### src/rtl/ma_pkg.sv
// Shared types and default widths for the memory-access issue queue.
package ma_pkg;

  localparam int MA_DEPTH          = 4;
  localparam int MA_TAG_WIDTH      = 4;
  localparam int MA_ARF_ADDRWIDTH  = 5;
  localparam int MA_ARF_DATAWIDTH  = 36;
  localparam int MA_VRF_ADDRWIDTH  = 10;
  localparam int MA_TIMEOUT_CYCLES = 4096;

  typedef enum logic [1:0] {
    WAIT_LINK = 2'd0,
    IDLE      = 2'd1,
    ISSUE     = 2'd2,
    WAIT_DONE = 2'd3
  } ma_iq_state_t;

  // Canonical field order of a queued instruction at the default widths.
  // The queue packs its entries in this same order (tag in the MSBs,
  // offset in the LSBs) for any parameterisation.
  typedef struct packed {
    logic [MA_TAG_WIDTH-1:0]     tag;
    logic                        sel_v_m;
    logic                        ld_st;
    logic [MA_VRF_ADDRWIDTH-1:0] v_m_reg;
    logic [MA_ARF_ADDRWIDTH-1:0] a_reg;
    logic [MA_ARF_DATAWIDTH-1:0] offset;
  } ma_instr_t;

  function automatic int instr_width(input int tag_w, input int vrf_w,
                                     input int arf_a_w, input int arf_d_w);
    return tag_w + 2 + vrf_w + arf_a_w + arf_d_w;
  endfunction

endpackage

### src/rtl/ma_issue_queue_if.sv
// Decode-side instruction channel, controller channel and completion
// channel of the memory-access issue queue.
//
// Handshakes:
//   in_*  : one instruction transfers on each rising clk edge where
//           in_valid_i and in_ready_o are both 1; in_ready_o depends only
//           on registered occupancy, never on in_valid_i.
//   ma_*  : ma_start_o is a one-cycle pulse; the field outputs are stable
//           from that pulse until ma_done_i (a one-cycle pulse) is seen.
//   cpl_* : cpl_valid_o is a one-cycle pulse, cpl_tag_o holds otherwise.
// The queue uses the master modport, the decode/controller side the slave.
interface ma_issue_queue_if
  import ma_pkg::*;
#(
  parameter int TAG_WIDTH     = MA_TAG_WIDTH,
  parameter int ARF_ADDRWIDTH = MA_ARF_ADDRWIDTH,
  parameter int ARF_DATAWIDTH = MA_ARF_DATAWIDTH,
  parameter int VRF_ADDRWIDTH = MA_VRF_ADDRWIDTH
) ();

  logic                     in_valid_i;
  logic                     in_ready_o;
  logic                     in_sel_v_m_i;
  logic                     in_ld_st_i;
  logic [VRF_ADDRWIDTH-1:0] in_v_m_reg_i;
  logic [ARF_ADDRWIDTH-1:0] in_a_reg_i;
  logic [ARF_DATAWIDTH-1:0] in_offset_i;
  logic [TAG_WIDTH-1:0]     in_tag_i;

  logic                     ma_start_o;
  logic                     ma_select_v_m_o;
  logic                     ma_v_load_or_store_o;
  logic [VRF_ADDRWIDTH-1:0] ma_v_m_reg_o;
  logic [ARF_ADDRWIDTH-1:0] ma_a_reg_o;
  logic [ARF_DATAWIDTH-1:0] ma_a_offset_o;
  logic                     ma_done_i;

  logic                     cpl_valid_o;
  logic [TAG_WIDTH-1:0]     cpl_tag_o;

  modport master (
    input  in_valid_i, in_sel_v_m_i, in_ld_st_i, in_v_m_reg_i, in_a_reg_i,
           in_offset_i, in_tag_i, ma_done_i,
    output in_ready_o, ma_start_o, ma_select_v_m_o, ma_v_load_or_store_o,
           ma_v_m_reg_o, ma_a_reg_o, ma_a_offset_o, cpl_valid_o, cpl_tag_o
  );

  modport slave (
    output in_valid_i, in_sel_v_m_i, in_ld_st_i, in_v_m_reg_i, in_a_reg_i,
           in_offset_i, in_tag_i, ma_done_i,
    input  in_ready_o, ma_start_o, ma_select_v_m_o, ma_v_load_or_store_o,
           ma_v_m_reg_o, ma_a_reg_o, ma_a_offset_o, cpl_valid_o, cpl_tag_o
  );

endinterface

### src/rtl/ma_sync_fifo.sv
// Synchronous FIFO with a full flush and a flush that keeps only the head
// entry (used while the head instruction is in flight).
module ma_sync_fifo #(
  parameter int WIDTH = 8,
  parameter int DEPTH = 4,
  localparam int AW = $clog2(DEPTH),
  localparam int CW = AW + 1
) (
  input  logic             clk,
  input  logic             rst_n,
  input  logic             push,
  input  logic [WIDTH-1:0] push_data,
  input  logic             pop,
  input  logic             flush,
  input  logic             flush_keep_head,
  output logic             full,
  output logic             empty,
  output logic [CW-1:0]    count,
  output logic [WIDTH-1:0] head_data
);

  logic [WIDTH-1:0] mem [DEPTH];
  logic [AW-1:0]    rd_ptr;
  logic [AW-1:0]    wr_ptr;

  // Flushes win over push/pop; pointers wrap naturally because DEPTH is a
  // power of two.
  always_ff @(posedge clk or negedge rst_n) begin
    if (!rst_n) begin
      rd_ptr <= '0;
      wr_ptr <= '0;
      count  <= '0;
    end else if (flush) begin
      wr_ptr <= rd_ptr;
      count  <= '0;
    end else if (flush_keep_head) begin
      if (count != '0) begin
        wr_ptr <= rd_ptr + AW'(1);
        count  <= CW'(1);
      end
    end else begin
      if (push) wr_ptr <= wr_ptr + AW'(1);
      if (pop)  rd_ptr <= rd_ptr + AW'(1);
      count <= count + CW'(push) - CW'(pop);
    end
  end

  // Storage write; entries carry no reset since occupancy qualifies them.
  always_ff @(posedge clk) begin
    if (push && !flush && !flush_keep_head) mem[wr_ptr] <= push_data;
  end

  assign full      = (count == CW'(DEPTH));
  assign empty     = (count == '0);
  assign head_data = mem[rd_ptr];

endmodule

### src/rtl/ma_issue_queue.sv
// Memory-access issue queue: buffers decoded MA instructions and issues
// them one at a time to ma_controller via ma_start/ma_done, returning one
// tagged completion per instruction.
// Optional watchdog: define MA_ISSUE_TIMEOUT_EN to add timeout_o.
module ma_issue_queue
  import ma_pkg::*;
#(
  parameter int DEPTH         = MA_DEPTH,
  parameter int TAG_WIDTH     = MA_TAG_WIDTH,
  parameter int ARF_ADDRWIDTH = MA_ARF_ADDRWIDTH,
  parameter int ARF_DATAWIDTH = MA_ARF_DATAWIDTH,
  parameter int VRF_ADDRWIDTH = MA_VRF_ADDRWIDTH
`ifdef MA_ISSUE_TIMEOUT_EN
  ,
  parameter int TIMEOUT_CYCLES = MA_TIMEOUT_CYCLES
`endif
) (
  input  logic                   clk,
  input  logic                   rst_n,
  input  logic                   ma_ddr4_linkup_i,
  input  logic                   flush_i,
  ma_issue_queue_if.master       bus,
  output logic [$clog2(DEPTH):0] count_o,
  output logic                   busy_o,
  output ma_iq_state_t           state_o
`ifdef MA_ISSUE_TIMEOUT_EN
  ,
  output logic                   timeout_o
`endif
);

  localparam int W        = instr_width(TAG_WIDTH, VRF_ADDRWIDTH,
                                        ARF_ADDRWIDTH, ARF_DATAWIDTH);
  localparam int CW       = $clog2(DEPTH) + 1;
  localparam int OFF_LSB  = 0;
  localparam int AREG_LSB = OFF_LSB + ARF_DATAWIDTH;
  localparam int VREG_LSB = AREG_LSB + ARF_ADDRWIDTH;
  localparam int LDST_BIT = VREG_LSB + VRF_ADDRWIDTH;
  localparam int SEL_BIT  = LDST_BIT + 1;
  localparam int TAG_LSB  = SEL_BIT + 1;

  ma_iq_state_t state, state_next;

  logic [W-1:0]  push_data, head_data;
  logic [CW-1:0] count;
  logic          full, empty;
  logic          push, pop, flush_all, flush_keep, load_fields;

  logic                     sel_q, ldst_q;
  logic [VRF_ADDRWIDTH-1:0] vreg_q;
  logic [ARF_ADDRWIDTH-1:0] areg_q;
  logic [ARF_DATAWIDTH-1:0] off_q;
  logic                     cpl_valid_q;
  logic [TAG_WIDTH-1:0]     cpl_tag_q;

  assign push_data = {bus.in_tag_i, bus.in_sel_v_m_i, bus.in_ld_st_i,
                      bus.in_v_m_reg_i, bus.in_a_reg_i, bus.in_offset_i};

  // A flush in the same cycle always discards the incoming instruction.
  assign push = bus.in_valid_i & ~full & ~flush_i;

  ma_sync_fifo #(
    .WIDTH (W),
    .DEPTH (DEPTH)
  ) u_fifo (
    .clk             (clk),
    .rst_n           (rst_n),
    .push            (push),
    .push_data       (push_data),
    .pop             (pop),
    .flush           (flush_all),
    .flush_keep_head (flush_keep),
    .full            (full),
    .empty           (empty),
    .count           (count),
    .head_data       (head_data)
  );

  // State register.
  always_ff @(posedge clk or negedge rst_n) begin
    if (!rst_n) state <= WAIT_LINK;
    else        state <= state_next;
  end

  // Next state plus FIFO control. The head stays queued while in flight,
  // so a flush during ISSUE/WAIT_DONE keeps it unless it completes now.
  always_comb begin
    state_next  = state;
    load_fields = 1'b0;
    pop         = 1'b0;
    flush_all   = 1'b0;
    flush_keep  = 1'b0;
    case (state)
      WAIT_LINK: begin
        flush_all = flush_i;
        if (ma_ddr4_linkup_i) state_next = IDLE;
      end
      IDLE: begin
        if (flush_i) begin
          flush_all = 1'b1;
        end else if (!empty) begin
          state_next  = ISSUE;
          load_fields = 1'b1;
        end
      end
      ISSUE: begin
        flush_keep = flush_i;
        state_next = WAIT_DONE;
      end
      WAIT_DONE: begin
        if (bus.ma_done_i) begin
          pop        = 1'b1;
          flush_all  = flush_i;
          state_next = IDLE;
        end else begin
          flush_keep = flush_i;
        end
      end
      default: state_next = WAIT_LINK;
    endcase
  end

  // Controller fields are captured only when an instruction is issued.
  always_ff @(posedge clk or negedge rst_n) begin
    if (!rst_n) begin
      sel_q  <= 1'b0;
      ldst_q <= 1'b0;
      vreg_q <= '0;
      areg_q <= '0;
      off_q  <= '0;
    end else if (load_fields) begin
      sel_q  <= head_data[SEL_BIT];
      ldst_q <= head_data[LDST_BIT];
      vreg_q <= head_data[VREG_LSB +: VRF_ADDRWIDTH];
      areg_q <= head_data[AREG_LSB +: ARF_ADDRWIDTH];
      off_q  <= head_data[OFF_LSB +: ARF_DATAWIDTH];
    end
  end

  // One completion pulse per popped head; the tag holds between pulses.
  always_ff @(posedge clk or negedge rst_n) begin
    if (!rst_n) begin
      cpl_valid_q <= 1'b0;
      cpl_tag_q   <= '0;
    end else begin
      cpl_valid_q <= pop;
      if (pop) cpl_tag_q <= head_data[TAG_LSB +: TAG_WIDTH];
    end
  end

`ifdef MA_ISSUE_TIMEOUT_EN
  localparam int WD_W = $clog2(TIMEOUT_CYCLES) + 1;

  logic [WD_W-1:0] wd_cnt;
  logic            timeout_q;

  // Watchdog: restarts on entry to WAIT_DONE, flags a long wait or a done
  // pulse arriving when nothing is awaited. The flag is sticky.
  always_ff @(posedge clk or negedge rst_n) begin
    if (!rst_n) begin
      wd_cnt    <= '0;
      timeout_q <= 1'b0;
    end else begin
      if (state == ISSUE) begin
        wd_cnt <= '0;
      end else if (state == WAIT_DONE) begin
        if (wd_cnt == WD_W'(TIMEOUT_CYCLES - 1)) timeout_q <= 1'b1;
        else                                      wd_cnt    <= wd_cnt + WD_W'(1);
      end
      if (bus.ma_done_i && (state != WAIT_DONE)) timeout_q <= 1'b1;
    end
  end

  assign timeout_o = timeout_q;
`endif

  assign bus.in_ready_o           = ~full;
  assign bus.ma_start_o           = (state == ISSUE);
  assign bus.ma_select_v_m_o      = sel_q;
  assign bus.ma_v_load_or_store_o = ldst_q;
  assign bus.ma_v_m_reg_o         = vreg_q;
  assign bus.ma_a_reg_o           = areg_q;
  assign bus.ma_a_offset_o        = off_q;
  assign bus.cpl_valid_o          = cpl_valid_q;
  assign bus.cpl_tag_o            = cpl_tag_q;

  assign count_o = count;
  assign busy_o  = (state == ISSUE) || (state == WAIT_DONE);
  assign state_o = state;

endmodule

### src/flat_wrapper.sv
// flat-port wrapper written by rule: the top's interface ports become plain ports
module ma_issue_queue_flat import ma_pkg::*;
#(
  parameter int DEPTH         = MA_DEPTH,
  parameter int TAG_WIDTH     = MA_TAG_WIDTH,
  parameter int ARF_ADDRWIDTH = MA_ARF_ADDRWIDTH,
  parameter int ARF_DATAWIDTH = MA_ARF_DATAWIDTH,
  parameter int VRF_ADDRWIDTH = MA_VRF_ADDRWIDTH

)
  (clk, rst_n, ma_ddr4_linkup_i, flush_i, count_o, busy_o, state_o, bus_in_valid_i, bus_in_sel_v_m_i, bus_in_ld_st_i, bus_in_v_m_reg_i, bus_in_a_reg_i, bus_in_offset_i, bus_in_tag_i, bus_ma_done_i, bus_in_ready_o, bus_ma_start_o, bus_ma_select_v_m_o, bus_ma_v_load_or_store_o, bus_ma_v_m_reg_o, bus_ma_a_reg_o, bus_ma_a_offset_o, bus_cpl_valid_o, bus_cpl_tag_o);
  ma_issue_queue_if #(.TAG_WIDTH(TAG_WIDTH), .ARF_ADDRWIDTH(ARF_ADDRWIDTH), .ARF_DATAWIDTH(ARF_DATAWIDTH), .VRF_ADDRWIDTH(VRF_ADDRWIDTH)) bus_i ();
  input  logic clk;
  input  logic rst_n;
  input  logic ma_ddr4_linkup_i;
  input  logic flush_i;
  output logic [$clog2(DEPTH):0] count_o;
  output logic busy_o;
  output ma_iq_state_t state_o;
  input wire logic [$bits(bus_i.in_valid_i)-1:0] bus_in_valid_i;
  input wire logic [$bits(bus_i.in_sel_v_m_i)-1:0] bus_in_sel_v_m_i;
  input wire logic [$bits(bus_i.in_ld_st_i)-1:0] bus_in_ld_st_i;
  input wire logic [$bits(bus_i.in_v_m_reg_i)-1:0] bus_in_v_m_reg_i;
  input wire logic [$bits(bus_i.in_a_reg_i)-1:0] bus_in_a_reg_i;
  input wire logic [$bits(bus_i.in_offset_i)-1:0] bus_in_offset_i;
  input wire logic [$bits(bus_i.in_tag_i)-1:0] bus_in_tag_i;
  input wire logic [$bits(bus_i.ma_done_i)-1:0] bus_ma_done_i;
  output wire logic [$bits(bus_i.in_ready_o)-1:0] bus_in_ready_o;
  output wire logic [$bits(bus_i.ma_start_o)-1:0] bus_ma_start_o;
  output wire logic [$bits(bus_i.ma_select_v_m_o)-1:0] bus_ma_select_v_m_o;
  output wire logic [$bits(bus_i.ma_v_load_or_store_o)-1:0] bus_ma_v_load_or_store_o;
  output wire logic [$bits(bus_i.ma_v_m_reg_o)-1:0] bus_ma_v_m_reg_o;
  output wire logic [$bits(bus_i.ma_a_reg_o)-1:0] bus_ma_a_reg_o;
  output wire logic [$bits(bus_i.ma_a_offset_o)-1:0] bus_ma_a_offset_o;
  output wire logic [$bits(bus_i.cpl_valid_o)-1:0] bus_cpl_valid_o;
  output wire logic [$bits(bus_i.cpl_tag_o)-1:0] bus_cpl_tag_o;
  assign bus_i.in_valid_i = bus_in_valid_i;
  assign bus_i.in_sel_v_m_i = bus_in_sel_v_m_i;
  assign bus_i.in_ld_st_i = bus_in_ld_st_i;
  assign bus_i.in_v_m_reg_i = bus_in_v_m_reg_i;
  assign bus_i.in_a_reg_i = bus_in_a_reg_i;
  assign bus_i.in_offset_i = bus_in_offset_i;
  assign bus_i.in_tag_i = bus_in_tag_i;
  assign bus_i.ma_done_i = bus_ma_done_i;
  assign bus_in_ready_o = bus_i.in_ready_o;
  assign bus_ma_start_o = bus_i.ma_start_o;
  assign bus_ma_select_v_m_o = bus_i.ma_select_v_m_o;
  assign bus_ma_v_load_or_store_o = bus_i.ma_v_load_or_store_o;
  assign bus_ma_v_m_reg_o = bus_i.ma_v_m_reg_o;
  assign bus_ma_a_reg_o = bus_i.ma_a_reg_o;
  assign bus_ma_a_offset_o = bus_i.ma_a_offset_o;
  assign bus_cpl_valid_o = bus_i.cpl_valid_o;
  assign bus_cpl_tag_o = bus_i.cpl_tag_o;
  ma_issue_queue #(.DEPTH(DEPTH), .TAG_WIDTH(TAG_WIDTH), .ARF_ADDRWIDTH(ARF_ADDRWIDTH), .ARF_DATAWIDTH(ARF_DATAWIDTH), .VRF_ADDRWIDTH(VRF_ADDRWIDTH)) u_core (.clk(clk), .rst_n(rst_n), .ma_ddr4_linkup_i(ma_ddr4_linkup_i), .flush_i(flush_i), .bus(bus_i), .count_o(count_o), .busy_o(busy_o), .state_o(state_o));
endmodule
### config.mk
export PLATFORM = sky130hd
export DESIGN_NAME = ma_issue_queue_flat
export DESIGN_NICKNAME = d
export VERILOG_FILES = /design/src/rtl/ma_pkg.sv /design/src/rtl/ma_issue_queue_if.sv /design/src/rtl/ma_sync_fifo.sv /design/src/rtl/ma_issue_queue.sv /design/src/flat_wrapper.sv
export SDC_FILE = /design/constraint.sdc
export NUM_CORES = 1
export LEC_CHECK = 0
export CORE_MARGIN = 10
export CORE_UTILIZATION = 50
export DETAILED_ROUTE_END_ITERATION = 10
export PLACE_DENSITY = 0.75
export SYNTH_ARGS = -nofsm -noshare
export SYNTH_HDL_FRONTEND = slang
export SYNTH_SLANG_ARGS = --single-unit
### constraint.sdc
create_clock -name clk -period 6.4 [get_ports clk]
set_input_delay 1.28 -clock clk [delete_from_list [all_inputs] [get_ports clk]]
set_output_delay 1.28 -clock clk [all_outputs]
set_load 0.05 [all_outputs]
After elaboration in Yosys (flattened, before gate mapping)
Memory sizes are Yosys's and may differ from the RTL's.
Cells that the tools add are included.
{ "classes": {"eq_ne": 9, "reduce_logical": 12, "bitwise_logic": 6, "muxes": 24, "addsub": 4} }
{ "op_table": {"columns": ["cell", "count"], "rows": [
  ["$mux 2", 8],
  ["$mux 1", 10],
  ["$mux 3", 3],
  ["$ne 2x2->1 const B", 4],
  ["$pmux 2 s4", 1],
  ["$reduce_bool 3->1", 2],
  ["$add 2x1->2 const B", 2],
  ["$eq 2x2->1 const B", 2],
  ["$not 1->1", 4],
  ["$reduce_and 4->1", 1],
  ["$add 3x1->3", 1],
  ["$eq 3x3->1 const B", 1],
  ["$logic_not 3->1", 1],
  ["$ne 3x2->1 const B", 1],
  ["$pmux 1 s3", 1],
  ["$reduce_and 3->1", 1],
  ["$sub 3x1->3", 1],
  ["$and 1x1->1", 2],
  ["$eq 2x1->1 const B", 1],
  ["$logic_and 1x1->1", 2],
  ["$logic_not 1->1", 2],
  ["$logic_not 2->1", 1],
  ["$pmux 1 s2", 1],
  ["$reduce_and 2->1", 1],
  ["$logic_or 1x1->1", 1]
]} }
{ "totals": {"output_inout_bits": 66, "ram_bits": 228, "in_bits": 63, "register_bits": 67, "memories": 1, "elab_cells": 67} }
{ "memory_table": {"columns": ["memory", "depth", "width", "read_ports", "rd_clocked_by_memory_dff", "wr", "line", "rtl"], "rows": [
  ["u_core.u_fifo.mem", 4, 57, 1, 0, 1, "ma_sync_fifo.sv:22", "logic [WIDTH-1:0] mem [DEPTH];"]
]} }

Longest topological paths before layout
{ "depth": {"word_depth": 8, "depth_mapped": 12, "depth_no_buf": 11} }

Cells and area by module
Synthesis repeated with hierarchy kept, for this count alone.
{ "unflattened": {"hier_cells": 501, "hier_area_um2": 11362.1} }
{ "by_module_without_submodules": {"columns": ["mod", "area_each_um2", "seq_area_each_um2", "cells_each", "instances"], "rows": [
  ["ma_sync_fifo", 8727.1, 7021.7, 354, 1],
  ["ma_issue_queue", 2635.0, 1501.4, 147, 1]
]} }

Least setup slack after synthesis
No wires, ideal clock.
{ "synth_path": {"kind": "input to register", "from": "in flush_i", "to": "mem u_core.u_fifo.mem[0][0] (netlist name), enable pin", "stages": 4, "t_arrival_ns": 3.197, "setup_ns": 0.421, "slack_ns": 2.782, "n_path_buf": 1, "path_cell_list": "clkbuf_1 -> nand2b_1 -> nor2_2 -> and2_1"} }
{ "synth_via": {"elab_chain_cells": 7, "word_cells_on_any_way": 13, "classes_between": "mux: 7; bitwise: 2; reduce/logical: 4"} }
{ "synth_rtl": {"columns": ["element", "line", "rtl"], "rows": [
  ["start: declaration", "flat_wrapper.sv:16", "input logic flush_i;"],
  ["$mux 1 (on tied branches)", "ma_issue_queue.sv:111, ma_issue_queue.sv:99", null],
  ["$pmux 1 s3", "ma_issue_queue.sv:93", "case (state)"],
  ["$logic_not 1->1", "ma_sync_fifo.sv:50", "if (push && !flush && !flush_keep_head) mem[wr_ptr] <= push_data;"],
  ["$logic_and 1x1->1", "ma_sync_fifo.sv:50", null],
  ["$logic_and 1x1->1 *", "ma_sync_fifo.sv:50", null],
  ["$mux 1 *", "ma_sync_fifo.sv:50", null],
  ["$mux 1 (implied by the code) *", "ma_sync_fifo.sv:50", null],
  ["end: declaration", "ma_sync_fifo.sv:22", null]
]} }
Every way passes the cells marked *; elsewhere a longest branch is shown, timed or not.

Worst setup path after layout
{ "layout_path": {"from": "reg u_core.state[0], in the netlist u_core.state_o[0]", "to": "out busy_o"} }
{ "layout_via": {"elab_chain_cells": 2, "word_cells_on_any_way": 3, "classes_between": "eq/ne: 2; reduce/logical: 1"} }
{ "layout_rtl": {"columns": ["element", "line", "rtl"], "rows": [
  ["start: declaration", "ma_issue_queue.sv:42", "ma_iq_state_t state, state_next;"],
  ["start signal: assignment", "ma_issue_queue.sv:82", "else state <= state_next;"],
  ["$eq 2x2->1", "ma_issue_queue.sv:188", "assign busy_o = (state == ISSUE) || (state == WAIT_DONE);"],
  ["$logic_or 1x1->1 *", "ma_issue_queue.sv:188", null],
  ["end: declaration", "flat_wrapper.sv:18", "output logic busy_o;"]
]} }
Marks and branches as above.

==> run metrics <==
Final Skew=0.01521 ns; Hold Path Class=flip-flop to flip-flop; Worst Path Max Fanout=6; Avg Synthesized Cell Area=22.79 um2; CP Data Required Time=5.12 ns; cell row count=55; kind of critical path=flip-flop to output pin; CTS root buffer=clkbuf_16; post-cts sizing count=0; total number of vias=5263; RSZ-0062 raised after global routing=no; relative slew slack=26.71%; endpoint type of the worst setup path=output pin; Final Cycle Share=57.60%; placed cell area=12890 um2; CTS Buf Count=31; core area=22500 um2; Mapped Cells=500; final wirelength=21410 um; worst-margin pin slew=1.099 ns; clock sink count=295; Initial DRC Count=260; Clock Pin Slew Worst Setup and Hold Paths=0.06 ns; count of cell types in the netlist=40; count of final hold-check violations=0; Max-Cap Viols=0; YS warnings=0; Finish-stage setup viols=0; Syn Nets=576; wire per inst=22.49 um; TritonCTS clock tree=yes; Routed Antenna Nets=0; Hold-fix buffers, CTS=0; area of the die=29230 um2; most area-hungry cell type in the Yosys netlist=edfxtp_1; layout cells sized above 1=26.58%; CP max-delay cell=clkdlybuf4s50_1; Final Slew Violations=0; die width=171.0 um; DR vias/cell=5.528; GRT Resource Usage Total=14.59%; synthesized area=11400 um2; Post-DP HPWL=12220 um; VDD IR-drop max=420.6 uV; Remaining DRCs=0; Pwr per Cell Area=516.8 nW/um2; Setup TNS=0 ns; Area Overhead vs Synth=22.99%; initial core utilization=50.65%; leakage power=4.952 nW; worst path buffer plus inverter count=2; Die H=171.0 um; Crit path arrival time=2.41 ns; Seq. cell area=8531 um2; largest net degree at the start of global routing=68; nets@finish=717; clock latency on the worst-skew pair=0.56 ns; port buffer count=128; drt pass-1 iters=4; slowest stage delay, CP=0.71 ns; initial antenna violation count=1; CP Launch Type=flip-flop; post-CTS setup buffer count=0; Largest delay share family, worst path=buffers and inverters; post-route minimum period=3.687 ns; H-tree levels=1; top cell type's share of synthesized area=60.07%; Synth Register Bits=295; Fill cells=1522; Peak Freq=271.3 MHz; vias in the first global route=5843; area taken by multi-input logic gates=2670 um2; sequential area share after synthesis=74.78%; first-pass GRT wire length=33150 um; Final Wtd Congestion=0.7444; Overflow after GRT=0; clk buf depth=3; critical-path cell list=inv_1, ha_1, or2_2, clkdlybuf4s50_1; fin area=14020 um2; status=completed; dominant cells by area after synthesis=edfxtp_1 60%, dfrtp_1 15%, mux4_2 10%; io pins=129
-- routing by layer --
metal,global-route usage (%),share of wire (%),vias up
met5,0,0,-
li1,-,-,2304
met4,4.083,1.7,0
met1,17.64,40,2802
met2,25.35,52,127
met3,3.756,5.8,30
-- worst reg2reg max path, cell delays in order (launching register included) --
cell	delay, ns
dfrtp_1	0.43
ha_1	0.20
and2_1	0.48
ha_1	0.34
inv_1	0.07
ha_1	0.14
inv_1	0.05
fa_1	0.37
xor2_1	0.18
xnor2_1	0.13
nor2_1	0.06
-- final cells by class --
| cell class | count | area share (%) |
|---|---|---|
| Sequential cell | 295 | 60.86 |
| Clock buffer | 38 | 5.864 |
| Clock inverter | 20 | 2.169 |
| Antenna cell | 1 | 0.01785 |
| Multi-Input combinational cell | 173 | 19.05 |
| Timing Repair Buffer | 130 | 9.230 |
| Tap cell | 285 | 2.544 |
| Inverter | 10 | 0.2678 |
-- cells in the mapped netlist --
cell / n
a211oi_1: 2
a21oi_1: 3
a221oi_1: 1
a22oi_1: 1
and2_1: 5
buf_1: 3
buf_2: 2
buf_6: 13
clkbuf_1: 4
clkinv_1: 1
dfrtp_1: 67
edfxtp_1: 228
fa_1: 1
ha_1: 12
inv_1: 9
mux2_2: 4
mux2_4: 54
mux2i_1: 2
mux4_1: 4
mux4_2: 53
nand2_1: 2
nand2b_1: 1
nand3_1: 1
nand3b_1: 1
nand4_1: 1
nor2_1: 3
nor2_2: 1
nor2b_1: 2
nor3_4: 1
nor3b_2: 2
o2111ai_1: 2
o21a_1: 1
o21ai_0: 4
o311a_1: 1
o311ai_2: 1
o32ai_1: 1
or2_2: 1
or3_1: 1
xnor2_1: 3
xor2_1: 1
-- layout by cell type (no fill, tap or decap), types with 2 or more instances in the layout --
cell type        Yosys  layout
buf_4                0       3
clkbuf_1             4       5
a211oi_1             2       2
mux2i_1              2       2
clkinv_2             0       6
dfrtp_1             67      65
and2_4               0       4
nand2_1              2       2
ha_1                12      12
o2111ai_1            2       2
mux4_1               4       4
mux2_4              54      54
mux4_2              53      53
xnor2_1              3       3
a21oi_1              3       3
nor2_1               3       3
clkbuf_8             0       2
clkinv_4             0       2
clkbuf_16            0      31
bufinv_16            0       7
nor2b_1              2       2
inv_1                9       9
o21ai_0              4       4
clkinv_1             1       3
dfrtp_4              0       2
mux2_2               4       4
clkdlybuf4s50_1      0     127
edfxtp_1           228     228
-- through the flow --
stage                     setup WS [ns]  util [%]  hold WS (ns)  power, W  cells
after global routing              2.599     62.29        0.5239  0.007557    952
final                             2.713     62.29        0.5091  0.007245    952
after floorplan                   2.782         -        0.5906  0.004633    500
after global placement            2.600     57.28        0.4959  0.005323    893
after CTS                         2.683     62.28        0.5138  0.007342    951
after detailed placement          2.457     57.28        0.4968  0.005389    893
-- final timing paths --
check | from | endpoint | slack, ns | depth (start not counted)
worst max-delay path | u_core.state_o[0] | busy_o | 2.71 | 4
worst min-delay path | u_core.bus.ma_a_offset_o[25] | u_core.bus.ma_a_offset_o[25] | 0.51 | 1
worst max register to register | u_core.state_o[1] | u_core.u_fifo.count[2] | 3.82 | 10
worst min register to register | u_core.bus.ma_a_offset_o[25] | u_core.bus.ma_a_offset_o[25] | 0.51 | 1
max in group asynchronous | rst_n | u_core.u_fifo.rd_ptr[0] | 4.79 | 1
min in group asynchronous | rst_n | u_core.bus.ma_a_offset_o[14] | 0.89 | 1
-- power breakdown --
part	switching, W	internal [W]	total, W
combinational	0.00136	0.00117	0.00253
clock	0.000730	0.00120	0.00193
sequential	0.000329	0.00246	0.00279
-- flip-flops by register name (all words and copies together) (netlist names), 2 cells and up --
name                      count
u_core.bus.cpl_tag_o          4
u_core.bus.ma_a_offset_o     36
u_core.bus.ma_a_reg_o         5
u_core.bus.ma_v_m_reg_o      10
u_core.state_o                2
u_core.u_fifo.count           3
u_core.u_fifo.mem           228
u_core.u_fifo.rd_ptr          2
u_core.u_fifo.wr_ptr          2
-- kinds of logic after synthesis --
group	count (synthesis)	share of synthesized area, %
adder cells (fa/ha/maj)	13	1.493
flip-flops	295	74.78
AND/OR/NAND/NOR	22	1.296
AO/OA/AOI/OAI	17	1.109
multiplexers	117	19.08
buffers and inverters	32	1.932
XOR/XNOR	4	0.3074
(Power assumes the default switching activity.)
